--- config.mk ---
export PLATFORM = sky130hd
export DESIGN_NAME = fpu_issue_queue
export DESIGN_NICKNAME = d
export VERILOG_FILES = /design/src/rtl/data_type_pkg.sv /design/src/rtl/fpu.sv /design/src/rtl/fpu_req_fifo.sv /design/src/rtl/fpu_issue_queue.sv
export SDC_FILE = /design/constraint.sdc
export NUM_CORES = 1
export LEC_CHECK = 0
export CAP_MARGIN = 10
export CORE_MARGIN = 2
export CORE_UTILIZATION = 40
export CTS_CLUSTER_DIAMETER = 150
export CTS_CLUSTER_SIZE = 20
export DETAILED_ROUTE_END_ITERATION = 16
export PLACE_DENSITY = 0.57
export SYNTH_ARGS = -nofsm -noshare
export SYNTH_HDL_FRONTEND = slang
export SYNTH_SLANG_ARGS = --single-unit
export TNS_END_PERCENT = 30
--- constraint.sdc ---
create_clock -name clk_i -period 11 [get_ports clk_i]
set_input_delay 2.2 -clock clk_i [delete_from_list [all_inputs] [get_ports clk_i]]
set_output_delay 2.2 -clock clk_i [all_outputs]
set_load 0.01 [all_outputs]
--- src/rtl/data_type_pkg.sv ---
// Shared types for the bfloat16 fpu issue path: request/response records,
// opcode values decoded by fpu, and the output-stage state encoding.
package data_type_pkg;

  localparam int FPU_TAG_W = 4;

  localparam logic [3:0] FPU_OP_ADD = 4'd0;
  localparam logic [3:0] FPU_OP_MUL = 4'd1;

  typedef struct packed {
    logic [3:0]           op;
    logic [15:0]          in1;
    logic [15:0]          in2;
    logic [FPU_TAG_W-1:0] tag;
  } fpu_req_t;

  typedef struct packed {
    logic [15:0]          out;
    logic                 overflow;
    logic [FPU_TAG_W-1:0] tag;
  } fpu_rsp_t;

  typedef enum logic [0:0] {
    OUT_EMPTY = 1'b0,
    OUT_FULL  = 1'b1
  } out_state_e;

endpackage

--- src/rtl/fpu.sv ---
// Combinational bfloat16 add/mul. Results truncate toward zero, subnormals flush
// to zero, and exponent overflow returns signed infinity with overflow_o set.
module fpu
  import data_type_pkg::*;
(
  input  logic [3:0]  op_i,
  input  logic [15:0] in1_i,
  input  logic [15:0] in2_i,
  output logic [15:0] out_o,
  output logic        overflow_o
);

  // {overflow, bf16} from sign, unbiased-plus-127 exponent and fraction
  function automatic logic [16:0] pack_bf16(input logic s, input logic signed [10:0] e,
                                            input logic [6:0] f);
    if (e >= 11'sd255) return {1'b1, s, 8'hFF, 7'd0};
    if (e <= 11'sd0)   return 17'd0;
    return {1'b0, s, e[7:0], f};
  endfunction

  logic [7:0]  e1, e2, m1, m2;
  logic [15:0] prod;
  logic signed [10:0] mul_e;
  logic [6:0]  mul_f;
  logic [16:0] mul_r;

  assign e1 = in1_i[14:7];
  assign e2 = in2_i[14:7];
  assign m1 = (e1 == 8'd0) ? 8'd0 : {1'b1, in1_i[6:0]};
  assign m2 = (e2 == 8'd0) ? 8'd0 : {1'b1, in2_i[6:0]};

  always_comb begin
    prod  = {8'd0, m1} * {8'd0, m2};
    mul_e = $signed({3'b0, e1}) + $signed({3'b0, e2}) - 11'sd127;
    mul_f = prod[13:7];
    if (prod[15]) begin
      mul_e = mul_e + 11'sd1;
      mul_f = prod[14:8];
    end
    mul_r = (m1 == 8'd0 || m2 == 8'd0) ? 17'd0 : pack_bf16(in1_i[15] ^ in2_i[15], mul_e, mul_f);
  end

  // Adder keeps 24 guard bits below the aligned significands before normalising.
  logic        swap, big_s, sml_s;
  logic [7:0]  big_e, sml_e, big_m, sml_m, diff;
  logic [32:0] big_v, sml_v, sum, norm;
  logic [5:0]  lz;
  logic signed [10:0] add_e;
  logic [16:0] add_r;

  always_comb begin
    swap  = {e2, in2_i[6:0]} > {e1, in1_i[6:0]};
    big_s = swap ? in2_i[15] : in1_i[15];
    sml_s = swap ? in1_i[15] : in2_i[15];
    big_e = swap ? e2 : e1;
    sml_e = swap ? e1 : e2;
    big_m = swap ? m2 : m1;
    sml_m = swap ? m1 : m2;
    diff  = big_e - sml_e;
    big_v = {1'b0, big_m, 24'd0};
    sml_v = (diff > 8'd31) ? 33'd0 : ({1'b0, sml_m, 24'd0} >> diff);
    sum   = (big_s == sml_s) ? big_v + sml_v : big_v - sml_v;
    lz    = 6'd0;
    for (int i = 0; i <= 32; i++) begin
      if (sum[i]) lz = 6'(32 - i);
    end
    norm  = sum << lz;
    add_e = $signed({3'b0, big_e}) + 11'sd1 - $signed({5'b0, lz});
    add_r = (sum == 33'd0) ? 17'd0 : pack_bf16(big_s, add_e, norm[31:25]);
  end

  always_comb begin
    {overflow_o, out_o} = 17'd0;
    case (op_i)
      FPU_OP_ADD: {overflow_o, out_o} = add_r;
      FPU_OP_MUL: {overflow_o, out_o} = mul_r;
      default:    {overflow_o, out_o} = 17'd0;
    endcase
  end

  logic unused_bits;
  assign unused_bits = ^{prod[6:0], norm[32], norm[24:0]};

endmodule

--- src/rtl/fpu_req_fifo.sv ---
// DEPTH-entry circular buffer of fpu requests; the caller guarantees push only
// when not full and pop only when not empty. flush empties it in one edge.
module fpu_req_fifo
  import data_type_pkg::*;
#(
  parameter  int DEPTH = 4,
  localparam int PTR_W = $clog2(DEPTH),
  localparam int CNT_W = $clog2(DEPTH + 1)
) (
  input  logic             clk,
  input  logic             rst,
  input  logic             flush,
  input  logic             push,
  input  fpu_req_t         wdata,
  input  logic             pop,
  output fpu_req_t         rdata,
  output logic [CNT_W-1:0] count,
  output logic             empty,
  output logic             full
);

  fpu_req_t         mem [DEPTH];
  logic [PTR_W-1:0] wr_ptr, rd_ptr;

  // DEPTH is a power of two, so pointer overflow is the modulo wrap.
  always_ff @(posedge clk or posedge rst) begin
    if (rst) begin
      wr_ptr <= '0;
      rd_ptr <= '0;
      count  <= '0;
    end else if (flush) begin
      wr_ptr <= '0;
      rd_ptr <= '0;
      count  <= '0;
    end else begin
      if (push) wr_ptr <= wr_ptr + PTR_W'(1);
      if (pop)  rd_ptr <= rd_ptr + PTR_W'(1);
      count <= count + CNT_W'(push) - CNT_W'(pop);
    end
  end

  always_ff @(posedge clk) begin
    if (push) mem[wr_ptr] <= wdata;
  end

  assign rdata = mem[rd_ptr];
  assign empty = (count == '0);
  assign full  = (count == CNT_W'(DEPTH));

endmodule

--- src/rtl/fpu_issue_queue.sv ---
// Queued issue stage in front of the bfloat16 fpu with a registered result port.
// Define FPU_OVF_CNT_EN to add ovf_cnt_o, a saturating count of overflowed results taken.
module fpu_issue_queue
  import data_type_pkg::*;
#(
  parameter int DEPTH = 4,
  parameter int TAG_W = FPU_TAG_W  // must equal FPU_TAG_W, the width carried in fpu_req_t
) (
  input  logic                       clk_i,
  input  logic                       rst_i,
  input  logic                       flush_i,
  input  logic                       req_valid_i,
  output logic                       req_ready_o,
  input  logic [3:0]                 req_op_i,
  input  logic [15:0]                req_in1_i,
  input  logic [15:0]                req_in2_i,
  input  logic [TAG_W-1:0]           req_tag_i,
  output logic                       rsp_valid_o,
  input  logic                       rsp_ready_i,
  output logic [15:0]                rsp_out_o,
  output logic                       rsp_overflow_o,
  output logic [TAG_W-1:0]           rsp_tag_o,
  output logic [$clog2(DEPTH+1)-1:0] count_o,
`ifdef FPU_OVF_CNT_EN
  output logic [15:0]                ovf_cnt_o,
`endif
  output out_state_e                 out_state_o
);

  // Handshakes: a transfer happens at a rising edge where valid && ready; ready never
  // depends on the same port's valid, and a producer holds its payload while stalled.
  fpu_req_t   push_req, head;
  logic       push, pop, fifo_empty, fifo_full;
  logic [15:0] fpu_out;
  logic       fpu_ovf;
  out_state_e state_q;

  assign req_ready_o = !rst_i && !flush_i && !fifo_full;
  assign push        = req_valid_i && req_ready_o;
  assign pop         = !flush_i && !fifo_empty && (state_q == OUT_EMPTY || rsp_ready_i);
  assign push_req    = '{op: req_op_i, in1: req_in1_i, in2: req_in2_i, tag: req_tag_i};

  fpu_req_fifo #(.DEPTH(DEPTH)) u_fifo (
    .clk   (clk_i),
    .rst   (rst_i),
    .flush (flush_i),
    .push  (push),
    .wdata (push_req),
    .pop   (pop),
    .rdata (head),
    .count (count_o),
    .empty (fifo_empty),
    .full  (fifo_full)
  );

  fpu u_fpu (
    .op_i       (head.op),
    .in1_i      (head.in1),
    .in2_i      (head.in2),
    .out_o      (fpu_out),
    .overflow_o (fpu_ovf)
  );

  // Result register is only rewritten on a pop, so it holds while the consumer stalls.
  always_ff @(posedge clk_i or posedge rst_i) begin
    if (rst_i) begin
      state_q        <= OUT_EMPTY;
      rsp_out_o      <= '0;
      rsp_overflow_o <= 1'b0;
      rsp_tag_o      <= '0;
    end else if (flush_i) begin
      state_q <= OUT_EMPTY;
    end else begin
      case (state_q)
        OUT_EMPTY: if (pop) state_q <= OUT_FULL;
        OUT_FULL:  if (rsp_ready_i && !pop) state_q <= OUT_EMPTY;
        default:   state_q <= OUT_EMPTY;
      endcase
      if (pop) begin
        rsp_out_o      <= fpu_out;
        rsp_overflow_o <= fpu_ovf;
        rsp_tag_o      <= head.tag;
      end
    end
  end

  assign rsp_valid_o = (state_q == OUT_FULL);
  assign out_state_o = state_q;

`ifdef FPU_OVF_CNT_EN
  always_ff @(posedge clk_i or posedge rst_i) begin
    if (rst_i) begin
      ovf_cnt_o <= '0;
    end else if (rsp_valid_o && rsp_ready_i && rsp_overflow_o && ovf_cnt_o != 16'hFFFF) begin
      ovf_cnt_o <= ovf_cnt_o + 16'd1;
    end
  end
`endif

endmodule

# Yosys cells after proc, flatten, opt, wreduce, memory -nomap -nowiden

Memory sizes are Yosys's and may differ from the RTL's.
Index checks and enable logic that the tools add are counted.

Memories kept: 1
Word-level logic and storage cells: 132
Output and inout port bits: 27
Memory bits (writable): 160
Register bits: 29

Memories:

| name       | depth | width | read ports | clocked after memory_dff | wr ports | line               | text |
|---|---|---|---|---|---|---|---|
| u_fifo.mem | 4     | 40    | 1          | 0                        | 1        | fpu_req_fifo.sv:22 | `fpu_req_t mem [DEPTH];` |

Mux-type cells: 74
$lt $le $gt $ge: 6
Equality and inequality tests: 3
Shift operators: 2
Add/sub/neg operators: 12
$mul: 1
Bitwise operators: 3
Reductions and logical operators: 23

Operators with widths:

| kind                                                             | number |
|---|---|
| 2-to-1 mux 6 bit                                                 | 33 |
| 2-to-1 mux 17 bit                                                | 10 |
| 2-to-1 mux 33 bit                                                | 2 |
| 2-to-1 mux 8 bit                                                 | 6 |
| adder 32 x 33 -> 33 bit                                          | 1 |
| zero test 33 bit                                                 | 1 |
| left shift 33 x 6 -> 32 bit                                      | 1 |
| right shift 32 x 8 -> 33 bit                                     | 1 |
| subtractor 32 x 33 -> 33 bit                                     | 1 |
| zero test 8 bit                                                  | 4 |
| case mux 16 bit (2 select lines)                                 | 1 |
| >= comparator 11 x 9 -> 1 bit (second input constant)            | 2 |
| less-or-equal comparator 11 x 1 -> 1 bit (second input constant) | 2 |
| multiplier 8 x 8 -> 16 bit                                       | 1 |
| > comparator 15 bit                                              | 1 |
| 2-to-1 mux 1 bit                                                 | 13 |
| adder 11 x 2 -> 11 bit (second input constant)                   | 1 |
| 2-to-1 mux 11 bit                                                | 1 |
| subtractor 11 x 7 -> 11 bit                                      | 1 |
| subtractor 11 x 8 -> 11 bit (second input constant)              | 1 |
| adder 8 x 1 -> 9 bit (second input constant)                     | 1 |
| adder 8 x 8 -> 9 bit                                             | 1 |
| > comparator 8 x 5 -> 1 bit (second input constant)              | 1 |
| 2-to-1 mux 2 bit                                                 | 4 |
| other kinds (19)                                                 | 33 |

# Depth between registers and ports, before layout

An unclocked memory read counts as a cell.

Word-level depth: 49
Depth in mapped cells: 68

# Modules after synthesis

A second synthesis with hierarchy kept.

Cell total of the unflattened synthesis: 1790
Area total of the unflattened synthesis: 17519.3 µm²

By module, submodules not included:

| module          | times used | area an instance (µm²) | cells an instance |
|---|---|---|---|
| fpu             | 1          | 10291.1                | 1486 |
| fpu_req_fifo    | 1          | 6259.8                 | 249 |
| fpu_issue_queue | 1          | 968.4                  | 55 |

# Worst setup path before layout

No wires, ideal clock.

Path type: register -> register
From: register u_fifo.rd_ptr[0]
To: register rsp_out_o[6]
Path slack: -0.426 ns
Cell stages (with the launch flop): 55
Period minus slack after synthesis: 11.426 ns
Data arrival time: 11.300 ns
Path buffers: 10
Setup time: 0.126 ns
Data required time: 10.874 ns
Cells stage by stage: dfrtp_1 -> buf_6 -> buf_6 -> buf_6 -> buf_2 -> mux4_2 -> ha_1 -> nand4_1 -> or4_1 -> buf_2 -> o211ai_1 -> o2111ai_1 -> and2_1 -> ha_1 -> o21ai_0 -> mux2i_1 -> o21ai_0 -> a211o_1 -> (+19 left out) -> buf_2 -> ha_1 -> nor2b_1 -> o21ai_0 -> nand2b_1 -> a21o_1 -> a21o_1 -> a21o_1 -> or3_1 -> a21oi_1 -> o21ai_0 -> a2111oi_0 -> nor2_1 -> o31ai_1 -> nand3b_1 -> nor2_1 -> nor4b_1 -> o32a_1

Cells in the longest elaborated chain, start to end: 49
Elaborated cells between the ends (all ways): 87
Those cells by class: add/sub (8); mul (1); order compare (6); eq/ne (2); shift (2); mux (60); reduce/logical (7); memory (1)

RTL lines:

| element                                                                            | line                  | text |
|---|---|---|
| start, declared                                                                    | fpu_req_fifo.sv:23    | `logic [PTR_W-1:0] wr_ptr, rd_ptr;` |
| start signal, assigned                                                             | fpu_req_fifo.sv:37    | `if (pop) rd_ptr <= rd_ptr + PTR_W'(1);` |
| memory read (4 x 40 bit) (*)                                                       | --                    |  |
| > comparator 15 bit, or another cell as far along                                  | fpu.sv:52             | `swap = {e2, in2_i[6:0]} > {e1, in1_i[6:0]};` |
| 2-to-1 mux 8 bit, on equally long branches                                         | --                    |  |
| subtractor 8 bit / 2-to-1 mux 8 bit (equally long branches)                        | fpu.sv:59, fpu.sv:58  |  |
| right shift 32 x 8 -> 33 bit / > comparator 8 x 5 -> 1 bit (equally long branches) | fpu.sv:61             | `sml_v = (diff > 8'd31) ? 33'd0 : ({1'b0, sml_m, 24'd0} >> diff);` |
| 2-to-1 mux 33 bit                                                                  | fpu.sv:61             |  |
| subtractor 32 x 33 -> 33 bit / adder 32 x 33 -> 33 bit (equally long branches)     | fpu.sv:62             | `sum = (big_s == sml_s) ? big_v + sml_v : big_v - sml_v;` |
| 2-to-1 mux 33 bit                                                                  | fpu.sv:62             |  |
| 2-to-1 mux 6 bit (33 in series)                                                    | fpu.sv:65             | `if (sum[i]) lz = 6'(32 - i);` |
| subtractor 11 x 7 -> 11 bit                                                        | fpu.sv:68             | `add_e = $signed({3'b0, big_e}) + 11'sd1 - $signed({5'b0, lz});` |
| less-or-equal comparator 11 x 1 -> 1 bit                                           | fpu.sv:17             | `if (e <= 11'sd0) return 17'd0;` |
| 2-to-1 mux 1 bit (2 in series)                                                     | fpu.sv:17             |  |
| 2-to-1 mux 17 bit                                                                  | fpu.sv:18             | `return {1'b0, s, e[7:0], f};` |
| 2-to-1 mux 17 bit                                                                  | fpu.sv:17             |  |
| 2-to-1 mux 17 bit                                                                  | fpu.sv:69             | `add_r = (sum == 33'd0) ? 17'd0 : pack_bf16(big_s, add_e, norm[31:25]);` |
| case mux 16 bit (2 select lines) (*)                                               | fpu.sv:74             | `case (op_i)` |
| end signal, assigned                                                               | fpu_issue_queue.sv:80 | `rsp_out_o <= fpu_out;` |
| end, declared                                                                      | fpu_issue_queue.sv:20 | `output logic [15:0] rsp_out_o,` |

Mark *: on every way between the ends. The rest lies on a longest branch, timed or not. The select of a mux whose other input is x is not followed.
A chain may end at the register's enable or synchronous reset.

# Worst setup path in the final report

Same ends and word-level chain as after synthesis.

==> results.toml <==
[detailed_routing]
first_iter_violations = 1328
drt-pass1-iter-count = 5
ant_nets = 0
route.detailed.drc = 0
routed_wl_um = 53000
vias = 14800
vias_per_cell = 5.94
wl_per_cell_um = 21.3

[cells_and_area]
n_fill_cell = 3899
layout.nets = 2114
postLayoutCoreUtil_pct = 48.5
final_area_um2 = 20300
final_cell_mix = "175 x nand2_1, 162 x nor2_1, 161 x buf_4"
multi_input_area_um2 = 10900
regArea_um2 = 5530
drive_gt1_share_pct = 20.5
stdcell_count = 2492
diodes = 0
final_common_cell = "nand2_1"
syn_to_final_growth_pct = 20.3

[yosys]
yosys.cell_types.count = 115
yosys_warnings = 0
synth.area.top_cells = "edfxtp_1 29%, ha_1 6.7%, mux4_2 5.3%, fa_1 4.6%, dfrtp_1 4.3%"
synth_top_area_share_pct = 28.5
yosys.area.top_type = "edfxtp_1"
syn_inst = 1770
syn_area_um2 = 16800
seq_area_frac_synth_pct = 32.8
synth-seq-cells = 189
postSynthAreaPerCell_um2 = 9.51
synthesis.nets = 1944
synthFlopType = "edfxtp_1"
synth_edf_count = 160
synthArstFlopShare_pct = 15.3

[clock_tree]
hold_buffers = 0
cts.path.max_buffers = 2
clkLatencyLatePin_ns = 0.45
clock-root-buffer = "clkbuf_16"
h-tree-depth = 4
clk_pin_slew_ns = 0.08
cts_tree = "done"
cts.sinks = 189
cts_buffers = 17

[timing]
fmax_ghz = 0.0946
finalHoldViolCount = 0
fin_crit_ns = 10.58
maxSlewViolCount = 0
slew_headroom_pct = 28.3
setup_viol = 0
skew_ns = 0.0236
tightest_slew_ns = 1.08
final.setup.tns_ns = 0
post-route-period-util_pct = 96.1

[die]
die_w_um = 209
initial_core_util_pct = 40.3
io-pin-count = 72
fp.coreArea_um2 = 41800
die_h_um = 209
rows = 75
die_area_um2 = 43800

[setup_path]
timing.rr.start = "u_fifo.rd_ptr[0]$_DFFE_PP0P_"
critPathKind = "register to register"
crit_path_frequent_cell = "buf_4"
worstPathRequired_ns = 11.33
startpoint_type = "register"
cp_max_fo = 13
crit_path_top_delay_cell = "or4_1"
r2r_setup_slack_ns = 0.42
cp-startpoint = "u_fifo.rd_ptr[0]$_DFFE_PP0P_"
rr_worst_depth = 44
slowest_delay_ns = 0.59
crit_arrival_ns = 10.91
regToRegEndpoint = "rsp_out_o[6]$_DFFE_PP0P_"
cp-end-kind = "register"

[placed_design]
placed_area_um2 = 18800
place_congestion = 0.965
dp.cells = 2407
port_buffers = 71
post-dp-hpwl_um = 41000

[global_routing]
antenna_found_initial = 1
grt_max_degree = 43
grt_usage_pct = 23.9
grt-ovfl-total = 0
first_global_vias = 14300
grt_first_pass_wirelength_um = 81600

[worst_hold_path]
hold_depth = 2
worst_hold_startpoint = "rsp_tag_o[3]$_DFFE_PP0P_"
worstHoldPathType = "register to register"
worstHoldEndpoint = "rsp_tag_o[3]$_DFFE_PP0P_"

[flow_run]
cap_violations = 0

[status]
outcome = "finished clean"
==> cell type report <==
cell class                      count  area share [%]
Sequential cell                   189            27.3
Multi-Input combinational cell   1367            53.8
Tap cell                          539            3.33
Clock buffer                       17            2.10
Inverter                          126            2.35
Timing Repair Buffer              239            10.2
Clock inverter                     15           0.846
==> cells in the mapped netlist (18+ instances only) <==
cell / number
nand2_1: 178
nor2_1: 171
edfxtp_1: 160
inv_1: 123
ha_1: 90
a21oi_1: 81
o21ai_0: 73
clkbuf_1: 48
nand3_1: 46
nor3_1: 45
mux2i_1: 42
mux4_2: 40
fa_1: 39
xnor2_1: 34
and3_1: 30
dfrtp_1: 29
and2_1: 27
o211ai_1: 25
a31oi_1: 22
buf_2: 21
xor2_1: 20
a21o_1: 19
nand4_1: 19
nor4_1: 19
o22ai_1: 19
mux2_2: 18
==> through the flow <==
step	hold WS, ns	worst slack (ns)
floorplan	0.514	0.0114
global placement	0.461	-0.0319
detailed placement	0.473	-0.166
CTS	0.489	0.00409
global route	0.513	-0.161
finish	0.490	0.424
==> worst max-delay path by stage <==
| stage | cells past startpoint | to |
|---|---|---|
| after global placement | 41 | rsp_out_o[6]$_DFFE_PP0P_ |
| final | 44 | rsp_out_o[6]$_DFFE_PP0P_ |
| after CTS | 53 | rsp_out_o[6]$_DFFE_PP0P_ |
| after floorplan | 57 | rsp_out_o[6]$_DFFE_PP0P_ |
| after detailed placement | 44 | rsp_out_o[6]$_DFFE_PP0P_ |
| after global routing | 44 | rsp_out_o[6]$_DFFE_PP0P_ |
==> logic make-up after synthesis <==
kind of cell / share of synthesized area (%)
AND/OR/NAND/NOR: 18.6
AO/OA/AOI/OAI: 19.7
buffers and inverters: 5.23
flip-flops: 32.8
adder cells (fa/ha/maj): 11.4
multiplexers: 9.20
XOR/XNOR: 2.97
==> per-layer routing <==
layer  track usage [%]  up-vias  share of wire [%]
met1              32.3     7297                 45
met3              2.58       80                4.5
met5                 0        -                  0
met4              8.23        0                3.1
met2              39.9      455                 48
li1                  -     6974                  -
==> critical path: cells and delay by family, from the launching register on <==
kind / cells / cell delay [ns]
AO/OA/AOI/OAI: 18 / 4.19
AND/OR/NAND/NOR: 15 / 3.52
buffers and inverters: 7 / 1.04
adder cells (fa/ha/maj): 3 / 0.69
multiplexers: 1 / 0.58
flip-flops: 1 / 0.44
==> flip-flops by register name, indices dropped and copies added (netlist names) <==
register        flops
out_state_o         1
u_fifo.mem        160
rsp_overflow_o      1
u_fifo.count        3
rsp_out_o          16
rsp_tag_o           4
u_fifo.wr_ptr       2
u_fifo.rd_ptr       2
==> repair_timing <==
| action | in CTS | in global routing |
|---|---|---|
| endpoints found under the setup margin | 6 | 17 |
| pin swaps | 1 | 29 |
| resized for setup | 4 | 85 |
| gates cloned | 0 | 3 |
| buffers inserted | 3 | 47 |
Power is not shown: default switching activity piles up to over one toggle a cycle in this logic, so the estimate is an artifact.
==> RTL edit, RTL diff (same settings) <==
Register the output `count_o`, with the module's reset; this adds one clock of latency there. The other outputs are not delayed to match.
--- a/src/rtl/fpu_issue_queue.sv
+++ b/src/rtl/fpu_issue_queue.sv
@@ -29,2 +29,4 @@
 
+  logic [$clog2(DEPTH+1)-1:0] count_d;
+
   // Handshakes: a transfer happens at a rising edge where valid && ready; ready never
@@ -50,3 +52,3 @@
     .rdata (head),
-    .count (count_o),
+    .count (count_d),
     .empty (fifo_empty),
@@ -99,2 +101,10 @@
 
+  always_ff @(posedge clk_i or posedge rst_i) begin
+    if (rst_i) begin
+      count_o <= '0;
+    end else begin
+      count_o <= count_d;
+    end
+  end
+
 endmodule
Check against the original RTL: not equivalent (a bounded check fails within 4 cycles, from zero or initial values and one cycle with rst_i high).
==> RTL edit against the unedited design <==
Wire length rose by 3.7%. Worst setup slack improved by 0.10 ns. Sequential share of layout area rose by 0.10 points. Sequential cell count rose by 3. Final area rose by 0.98%. Synthesized area rose by 4.8%. Hold slack got worse by 0.067 ns. First-iteration DRC count rose by 1.5%. Count of clock-buffer cells in the layout rose by 1. Critical path type unchanged. Critical endpoint is now rsp_out_o[4].
Power is not shown: default switching activity piles up to over one toggle a cycle in this logic, so the estimate is an artifact.
==> RTL edit: results (changes against the unedited design) <==
OUTCOME
-------------------------------------------------------------------------
Result of the run .......................................... complete, no violations   unchanged

PLACE
-------------------------------------------------------------------------
Placer Congestion ..........................................        0.934   was 0.965
Placed wire-length estimate after detailed placement .......      42.6 mm   was 41.0 mm

ROUTE
-------------------------------------------------------------------------
Routed vias ................................................        15400   was 14800
DRC marker count from the first detailed-route iteration ...         1348   was 1328
Average wire per standard cell .............................      21.6 µm   was 21.3 µm
Total iterations of the first detailed-routing run .........            5   unchanged

SETUP PATH
-------------------------------------------------------------------------
Largest fanout on the critical path ........................            8   was 13
Slowest cell on the critical path ..........................        or4_4   was or4_1
Data arrival, critical path ................................     10.80 ns   was 10.91 ns
Worst stage delay on the critical path .....................      0.57 ns   was 0.59 ns

GLOBAL ROUTING
-------------------------------------------------------------------------
Largest net degree at the start of global routing ..........           43   unchanged
Global Route Usage Sum .....................................        23.4%   was 23.9%
Antenna violations before repair ...........................            0   was 1

YOSYS
-------------------------------------------------------------------------
Fraction of the yosys area taken by sequential cells .......        31.8%   was 32.8%
Synthesized instance count .................................         1820   was 1770
Synth Flop Type ............................................     edfxtp_1   unchanged
Synth Net Count ............................................         1994   was 1944
Synth top area cells ....................................... edfxtp_1 27%, ha_1 6.4%, mux4_2 4.6%   was edfxtp_1 29%, ha_1 6.7%, mux4_2 5.3%
Async set-reset flop share out of synthesis ................        16.7%   was 15.3%
Count of flip-flops with a built-in enable after synthesis .          160   unchanged
Distinct cells, synth ......................................          126   was 115
Cell types with the highest counts after synthesis ......... 166 x nand2_1, 160 x edfxtp_1, 142 x nor2_1, 106 x inv_1, 90 x ha_1   was 178 x nand2_1, 171 x nor2_1, 160 x edfxtp_1, 123 x inv_1, 90 x ha_1
Yosys synthesis warning count ..............................            0   unchanged
Synth top area share .......................................        27.2%   was 28.5%

FINAL LAYOUT
-------------------------------------------------------------------------
Number of cells in the finished layout apart from fillers ..         2545   was 2492
Layout fillers .............................................         4053   was 3899
Share of cells above drive strength 1 ......................        18.3%   was 20.5%
Count of antenna diodes in the layout ......................            0   unchanged
Post-layout nets ...........................................         2121   was 2114

TIMING
-------------------------------------------------------------------------
Largest clock skew in the final design .....................    0.0200 ns   was 0.0236 ns
Min Clock Period, post-route ...............................     10.47 ns   was 10.58 ns
Worst-case headroom to the max-slew limit ..................        26.5%   was 28.3%

## RTL edit: cell families after synthesis
| family | count (synthesis) | synth area share (%) |
|---|---|---|
| multiplexers | 123 | 9.66 |
| XOR/XNOR | 46 | 2.39 |
| AND/OR/NAND/NOR | 634 | 18.3 |
| AO/OA/AOI/OAI | 486 | 21.2 |
| buffers and inverters | 209 | 5.76 |
| adder cells (fa/ha/maj) | 130 | 10.9 |
| flip-flops | 192 | 31.8 |
## RTL edit: metrics by stage
step                      setup TNS (ns)  cell area (µm²)  hold slack [ns]  worst slack, ns
final                                  0            20500            0.423            0.527
after global routing              -0.234            20500            0.433           -0.134
after detailed placement               0            19400            0.407           0.0137
after CTS                              0            20000            0.424           0.0146
after global placement                 0            19400            0.409            0.247
after floorplan                        0            17700            0.375           0.0635
## RTL edit: timing repair
item	4_1_cts	5_1_grt
setup endpoints to repair	3	17
gates resized for setup	1	49
cloned	0	2
endpoints found under the hold margin	0	0
pin swaps	0	19
setup buffers	0	20
hold buffers	0	0
## RTL edit: layout make-up
class                      count  area (µm²)  share of cell area (%)
timing repair buffer         203        1800                    8.81
sequential                   192        5610                    27.4
multi-input combinational   1419       11300                    55.3
clock inverter                14         143                   0.697
inverter                     114         430                    2.10
clock buffer                  18         429                    2.10
tap                          585         732                    3.58
## RTL edit: metal layers
metal  up-vias  GRT usage (%)  wire length [µm]
met5         -              0                 0
met1      7575           30.8             23700
met2       538           40.5             27100
met4         0           7.27              1450
li1       7160              -                 -
met3        96           2.48              2680
## RTL edit: final timing paths
kind / start / endpoint / slack, ns / depth (start not counted)
setup / recovery: u_fifo.rd_ptr[0] / rsp_out_o[4] / 0.53 / 42
hold / removal: u_fifo.count[0] / count_o[0] / 0.42 / 0
setup reg to reg: u_fifo.rd_ptr[0] / rsp_out_o[4] / 0.53 / 42
hold reg to reg: u_fifo.count[0] / count_o[0] / 0.42 / 0
max in group asynchronous: rst_i / u_fifo.rd_ptr[0] / 8.46 / 3
min in group asynchronous: rst_i / rsp_out_o[0] / 2.20 / 3
## RTL edit: worst max-delay path, delay by kind of cell, from the launching register on
| kind | cells | cell delay, ns |
|---|---|---|
| AOI/OAI and AO/OA | 16 | 3.52 |
| and+or+nand+nor | 14 | 3.59 |
| xor gates and xnor gates | 1 | 0.16 |
| muxes | 2 | 0.77 |
| DFF | 1 | 0.40 |
| buffers and inverters | 5 | 0.76 |
| adders and majority gates | 4 | 1.17 |
